==> src/rtl/ifq_prefetch_pkg.sv <==
// Shared types and constants for the instruction prefetch queue.
package ifq_prefetch_pkg;

    // Maximum number of fetches in flight at any time.
    localparam int IFQ_MAX_OUT = 2;

    // One queued halfword: the instruction bits plus the bus-error tag of its fetch.
    typedef struct packed {
        logic [15:0] inst;
        logic        err;
    } IqEnt;

    // Bundle of everything presented to the decoder.
    typedef struct packed {
        logic        v;
        logic [15:0] inst;
        logic [31:0] pc;
        logic        err;
    } IfqO;

endpackage

==> src/rtl/ifq_prefetch_ram.sv <==
// Halfword storage for the prefetch queue: HW write lanes, one asynchronous read port.
// Flop-based, data is never reset; validity is tracked by the level counter.
module ifq_prefetch_ram
    import ifq_prefetch_pkg::*;
#(
    parameter int DEPTH = 4,
    parameter int HW    = 2,
    parameter int AW    = 2
) (
    input  logic                   clk,
    input  logic [HW-1:0]          i_we,
    input  logic [HW-1:0][AW-1:0]  i_waddr,
    input  IqEnt [HW-1:0]          i_wdata,
    input  logic [AW-1:0]          i_raddr,
    output IqEnt                   o_rdata
);

    IqEnt r_mem [DEPTH];

    // Lane writes; the lanes of one response always target distinct entries.
    always_ff @(posedge clk) begin
        for (int li = 0; li < HW; li++) begin
            if (i_we[li]) begin
                r_mem[i_waddr[li]] <= i_wdata[li];
            end
        end
    end

    assign o_rdata = r_mem[i_raddr];

endmodule

==> src/rtl/ifq_prefetch.sv <==
// Instruction prefetch queue: issues FW-bit fetches, queues halfwords and feeds
// one 16-bit instruction per cycle with its PC to the decoder.
module ifq_prefetch
    import ifq_prefetch_pkg::*;
#(
    parameter int FW    = 32,
    parameter int DEPTH = 4
) (
    input  logic                     clk,
    input  logic                     rst_n,
    input  logic                     flush,
    input  logic [31:0]              flush_pc,
    input  logic                     fetch_en,
    output logic                     if_req,
    output logic [31:0]              if_addr,
    input  logic                     if_ack,
    input  logic                     rsp_valid,
    input  logic [FW-1:0]            rsp_data,
    input  logic                     rsp_err,
    output logic                     id_valid,
    output logic [15:0]              id_inst,
    output logic [31:0]              id_pc,
    output logic                     id_err,
    input  logic                     id_take,
    output logic [$clog2(DEPTH):0]   level
);

    localparam int HW = FW / 16;           // halfwords per fetch
    localparam int AW = $clog2(DEPTH);     // queue pointer width
    localparam int LW = AW + 1;            // level width
    localparam int OB = $clog2(FW / 8);    // byte-offset bits inside one fetch
    localparam int SW = OB - 1;            // width of the leading-halfword skip count
    localparam int CW = LW + 2;            // headroom for the space-reservation sum

    // State
    logic [31:OB]    r_fpc;        // fetch pc, kept fetch-aligned
    logic [1:0]      r_out;        // requests issued but not yet answered
    logic [1:0]      r_disc;       // responses still to be thrown away after a redirect
    logic [LW-1:0]   r_level;
    logic [AW-1:0]   r_wptr;
    logic [AW-1:0]   r_rptr;
    logic [31:0]     r_hpc;        // pc of the head halfword
    logic            r_skip_pend;  // next written response is the first after a redirect
    logic [SW-1:0]   r_skip;       // leading halfwords to drop from that response

    // Combinational
    logic [CW-1:0]         w_need;
    logic                  w_issue;
    logic                  w_take;
    logic                  w_rsp_drop;
    logic                  w_rsp_wr;
    logic [SW-1:0]         w_skip;
    logic [LW-1:0]         w_wr_cnt;
    logic                  w_valid;
    logic [15:0]           w_hw [HW];
    logic [HW-1:0]         w_we;
    logic [HW-1:0][AW-1:0] w_waddr;
    IqEnt [HW-1:0]         w_wdata;
    IqEnt                  w_rdata;
    IfqO                   w_ifo;

    // Space needed if one more fetch were issued: current entries plus every in-flight response.
    assign w_need = CW'(r_level) + CW'(r_out) * CW'(HW) + CW'(HW);

    assign if_req  = rst_n & fetch_en & ~flush
                   & (r_out < 2'(IFQ_MAX_OUT))
                   & (w_need <= CW'(DEPTH));
    assign if_addr = {r_fpc, {OB{1'b0}}};

    assign w_issue    = if_req & if_ack;
    assign w_take     = id_take & w_valid & ~flush;
    assign w_rsp_drop = rsp_valid & (r_disc != 2'd0);
    assign w_rsp_wr   = rsp_valid & (r_disc == 2'd0) & ~flush;
    assign w_skip     = r_skip_pend ? r_skip : '0;
    assign w_wr_cnt   = w_rsp_wr ? (LW'(HW) - LW'(w_skip)) : '0;

    // Big-endian split of the fetch: halfword 0 sits in the top bits.
    for (genvar gi = 0; gi < HW; gi++) begin : g_hw
        assign w_hw[gi] = rsp_data[FW-1-16*gi -: 16];
    end

    // Lane gi writes source halfword gi+skip to tail+gi; dropped leading halfwords shift the rest down.
    for (genvar gi = 0; gi < HW; gi++) begin : g_lane
        logic [SW:0] w_src;
        assign w_src        = (SW+1)'(gi) + {1'b0, w_skip};
        assign w_we[gi]     = w_rsp_wr & (w_src < (SW+1)'(HW));
        assign w_waddr[gi]  = r_wptr + AW'(gi);
        assign w_wdata[gi]  = IqEnt'{inst: w_hw[w_src[SW-1:0]], err: rsp_err};
    end

    ifq_prefetch_ram #(
        .DEPTH (DEPTH),
        .HW    (HW),
        .AW    (AW)
    ) u_ram (
        .clk     (clk),
        .i_we    (w_we),
        .i_waddr (w_waddr),
        .i_wdata (w_wdata),
        .i_raddr (r_rptr),
        .o_rdata (w_rdata)
    );

    // Head is presented straight from storage; stale storage is masked while empty.
    assign w_valid = (r_level != '0);
    assign w_ifo   = IfqO'{v:    w_valid,
                           inst: w_valid ? w_rdata.inst : 16'h0,
                           pc:   r_hpc,
                           err:  w_valid & w_rdata.err};

    assign id_valid = w_ifo.v;
    assign id_inst  = w_ifo.inst;
    assign id_pc    = w_ifo.pc;
    assign id_err   = w_ifo.err;
    assign level    = r_level;

    // Pointer, level, in-flight, discard and pc bookkeeping; redirect overrides take and write.
    always_ff @(posedge clk) begin
        if (!rst_n) begin
            r_fpc       <= '0;
            r_out       <= 2'd0;
            r_disc      <= 2'd0;
            r_level     <= '0;
            r_wptr      <= '0;
            r_rptr      <= '0;
            r_hpc       <= 32'h0;
            r_skip_pend <= 1'b0;
            r_skip      <= '0;
        end else if (flush) begin
            r_level     <= '0;
            r_wptr      <= '0;
            r_rptr      <= '0;
            r_fpc       <= flush_pc[31:OB];
            r_hpc       <= {flush_pc[31:1], 1'b0};
            // Everything still in flight is stale; a response landing now is dropped too.
            r_out       <= r_out - {1'b0, rsp_valid};
            r_disc      <= r_out - {1'b0, rsp_valid};
            r_skip_pend <= 1'b1;
            r_skip      <= flush_pc[OB-1:1];
        end else begin
            r_level <= r_level - LW'(w_take) + w_wr_cnt;
            r_wptr  <= r_wptr + AW'(w_wr_cnt);
            if (w_take) begin
                r_rptr <= r_rptr + AW'(1);
                r_hpc  <= r_hpc + 32'd2;
            end
            if (w_issue) begin
                r_fpc <= r_fpc + 1'b1;
            end
            r_out <= r_out + {1'b0, w_issue} - {1'b0, rsp_valid};
            if (w_rsp_drop) begin
                r_disc <= r_disc - 2'd1;
            end
            if (w_rsp_wr) begin
                r_skip_pend <= 1'b0;
            end
        end
    end

    // Space is reserved before every issue, so the queue can never overfill.
    a_no_overflow: assert property (@(posedge clk) disable iff (!rst_n) r_level <= LW'(DEPTH));

endmodule

==> config.mk <==
export PLATFORM = sky130hd
export DESIGN_NAME = ifq_prefetch
export DESIGN_NICKNAME = d
export VERILOG_FILES = /design/src/rtl/ifq_prefetch_pkg.sv /design/src/rtl/ifq_prefetch_ram.sv /design/src/rtl/ifq_prefetch.sv
export SDC_FILE = /design/constraint.sdc
export NUM_CORES = 1
export LEC_CHECK = 0
export ABC_CLOCK_PERIOD_IN_PS = 8100
export CELL_PAD_IN_SITES_DETAIL_PLACEMENT = 1
export CELL_PAD_IN_SITES_GLOBAL_PLACEMENT = 1
export CORE_UTILIZATION = 43
export CTS_CLUSTER_DIAMETER = 30
export CTS_CLUSTER_SIZE = 8
export DETAILED_ROUTE_END_ITERATION = 16
export PLACE_DENSITY_LB_ADDON = 0.1
export SKIP_CTS_REPAIR_TIMING = 1
export SLEW_MARGIN = 20
export SYNTH_ARGS = -nofsm -noshare
export SYNTH_HDL_FRONTEND = slang
export SYNTH_SLANG_ARGS = --single-unit
==> constraint.sdc <==
create_clock -name clk -period 8.1 [get_ports clk]
set_clock_uncertainty 0.15 [all_clocks]
set_input_delay 1.62 -clock clk [delete_from_list [all_inputs] [get_ports clk]]
set_output_delay 1.62 -clock clk [all_outputs]
set_load 0.005 [all_outputs]
==> impl_metrics.ini <==
[die]
num_rows = 47
die_w_um = 133
die_area_um2 = 17800
design.core.area_um2 = 16700
pin_count = 158
start_util_pct = 44.5
fp.dieH_um = 133

[global_route]
grt_max_degree = 74
grt_pass1_wl_mm = 34.9
grt_use_total_pct = 25.6
grt_pass1_vias = 6274
overflow = 0
antenna_found_initial = 0

[drt]
num_vias = 6030
drt_iter0_drc = 420
post_drt_wl_per_cell_um = 20.9
postRouteAntennaNets = 0
totalWireLength_mm = 22.0
remaining_drc_errors = 0
viasPerCell = 5.71
dr.pass1.iters = 4

[run]
maxCapViolCount = 0

[worst_setup_path]
critPathLaunchType = input port
r2r_setup_slack_ns = 4.06
critPathSlowestCell = clkdlybuf4s50_1
crit_family = buffers and inverters
critPathMaxFanout = 38
ff2ff_path_depth = 13
arrival_ns = 3.68
crit_chain = clkdlybuf4s50_1 > buf_4 > nor2b_1 > o2111a_1 > clkdlybuf4s50_1
r2r_start = level[2]
worst-setup-path-type = input port to primary output
cpPeakStageDelay_ns = 0.50
cp.required_ns = 6.33
r2r-end = r_out[1]
critPathMostFrequentCell = clkdlybuf4s50_1
worstSetupEndpointType = primary output
timing.critical_path.buf_inv = 3

[timing]
worst_pin_slew_ns = 1.11
final_max_slew_viol_count = 0
post-route-min-period_ns = 5.45
fin_crit_sh_pct = 67.3
relSlewSlack_pct = 26.3
setup_tns_ns = 0
fin_ws_ns = 2.65
fmax_ghz = 0.183
final_hold_viol_count = 0
rsz0062_at_grt = false
finalSetupViolations = 0

[pwr]
p_per_area_nw_per_um2 = 192
ir_drop_mv = 0.129
power_leakage_nw = 3.36
finalPower_mw = 1.87

[layout]
final_nets = 912
area_growth_pct = 31.0
fin_area_um2 = 9730
stdcell_count = 1056
diodes = 0
layout-drive-gt1-share_pct = 16.4

[clocking]
cts_tree = yes
clkLatencyLatePin_ns = 0.41
cts-buffers-inserted = 17
clk_path_buf_depth = 2
clock_sinks = 144
htree_levels = 4
clk_pin_slew_ns = 0.06
cts-root-buf = clkbuf_16

[hold_path]
min_from = r_skip
min_path_type = register to register
hold_end = r_skip
hold_depth = 2

[placement]
placedCellCount = 1025
dp_hpwl_mm = 15.4
dpl_cell_area_um2 = 9170
place_congestion = 0.852
portBuffers = 153
post-place-ws_ns = 2.54

[synthesis]
syn-mean-instance-area_um2 = 10.9
yosys-top-cells-area = edfxtp_1 (27%), dfxtp_1 (20%), mux2_2 (9.9%), mux4_2 (5.2%), xor2_1 (3.9%)
synth_edf_count = 68
yosys_warnings = 0
ys.flop_type = dfxtp_1
ys_top_cells_by_count = dfxtp_1 (76), edfxtp_1 (68), mux2_2 (65), a21oi_1 (52), nand2_1 (43)
post_synth_num_cell_types = 54
yosys.area.top_type = edfxtp_1
netlist_instances = 683
yosysMostFrequentCell = dfxtp_1
ys_ff_latch = 144
seq_area_frac_synth_pct = 48.0
synthArstFlopShare_pct = 0
yosysTopAreaCellShare_pct = 27.5
synthesis.area_um2 = 7430

[status]
outcome = finished, final reports clean
## worst register-to-register path: cells and delay by family (launching register included)
family	cells	cell delay, ns
AND/OR/NAND/NOR	2	0.31
AO/OA/AOI/OAI	2	0.79
flip-flops	1	0.53
adder cells (fa/ha/maj)	5	1.29
buffers and inverters	2	0.57
XOR/XNOR	2	0.28
## kinds of logic (layout without fill, tap and decap cells)
group,after synthesis,in the layout,synth area share [%]
and+or+nand+nor,192,192,13.9
DFF,144,144,48.0
AOI/OAI and AO/OA,135,135,10.8
muxes,82,82,15.0
buffers and inverters,63,214,3.45
xor gates and xnor gates,50,50,5.90
adders and majority gates,16,16,2.90
other,1,3,0.0505
## metal layers
layer | part of all wire (%) | GRT usage [%]
met1 | 44 | 32.0
met2 | 52 | 45.2
met3 | 4.0 | 4.83
met4 | 0.87 | 6.69
met5 | 0 | 0
## placed cells by master, fill, tap and decap left out, drive strengths merged, types with 3 or more instances in the layout
cell / netlist / final
xor2: 33 / 33
o21ai: 40 / 40
nand2b: 3 / 3
or3: 5 / 5
conb: 1 / 3
and2: 8 / 8
nor2: 24 / 24
mux4: 17 / 17
ha: 14 / 14
clkbuf: 33 / 18
xnor2: 17 / 17
o211ai: 4 / 4
o31a: 3 / 3
o21a: 3 / 3
edfxtp: 68 / 68
nor4: 6 / 6
nand3: 27 / 27
clkdlybuf4s50: 0 / 153
and4: 9 / 9
a211oi: 4 / 4
buf: 11 / 11
mux2: 65 / 65
nor2b: 21 / 21
nand4: 20 / 20
nor3: 8 / 8
a31oi: 13 / 13
a21oi: 52 / 52
nand2: 43 / 43
and3: 12 / 12
inv: 18 / 18
clkinv: 1 / 10
dfxtp: 76 / 76
## registers in the layout, indices dropped and copies added (netlist names), named ones only
signal       flops
id_pc           31
level            3
r_disc           2
r_fpc           30
r_out            2
r_rptr           2
r_skip           1
r_skip_pend      1
r_wptr           2
u_ram.r_mem     68
## power breakdown
part           internal, mW  total (mW)  leakage (nW)  switching (mW)
Clock                 0.446       0.746         0.272           0.300
Combinational         0.154       0.283          1.84           0.128
Sequential            0.803       0.840          1.25          0.0367
## per-stage QoR
step / utilization [%] / hold slack (ns)
floorplan: - / 0.322
global placement: 54.9 / 0.355
detailed placement: 54.9 / 0.359
CTS: 58.2 / 0.367
global route: 58.3 / 0.407
finish: 58.3 / 0.372
## worst max-delay path by stage
stage	start	to	slack, ns	cells past startpoint
6_report	rst_n	if_req	2.65	5
5_1_grt	rst_n	if_req	2.54	5
4_1_cts	rst_n	if_req	2.61	5
3_5_place_dp	rst_n	r_out[1]	2.54	12
3_3_place_gp	rst_n	r_out[1]	2.62	12
2_1_floorplan	flush	u_ram.r_mem[0][0]	4.16	4
## final cells by class
class | instances | area, µm²
clock buffers | 18 | 429
clock inverters | 13 | 123
fillers | 1778 | 6970
inverters | 19 | 71.3
multi-input cells | 478 | 3660
flip-flops and latches | 144 | 3560
well taps | 220 | 275
repair buffers | 164 | 1610
Power figures use the tool's default switching activity.
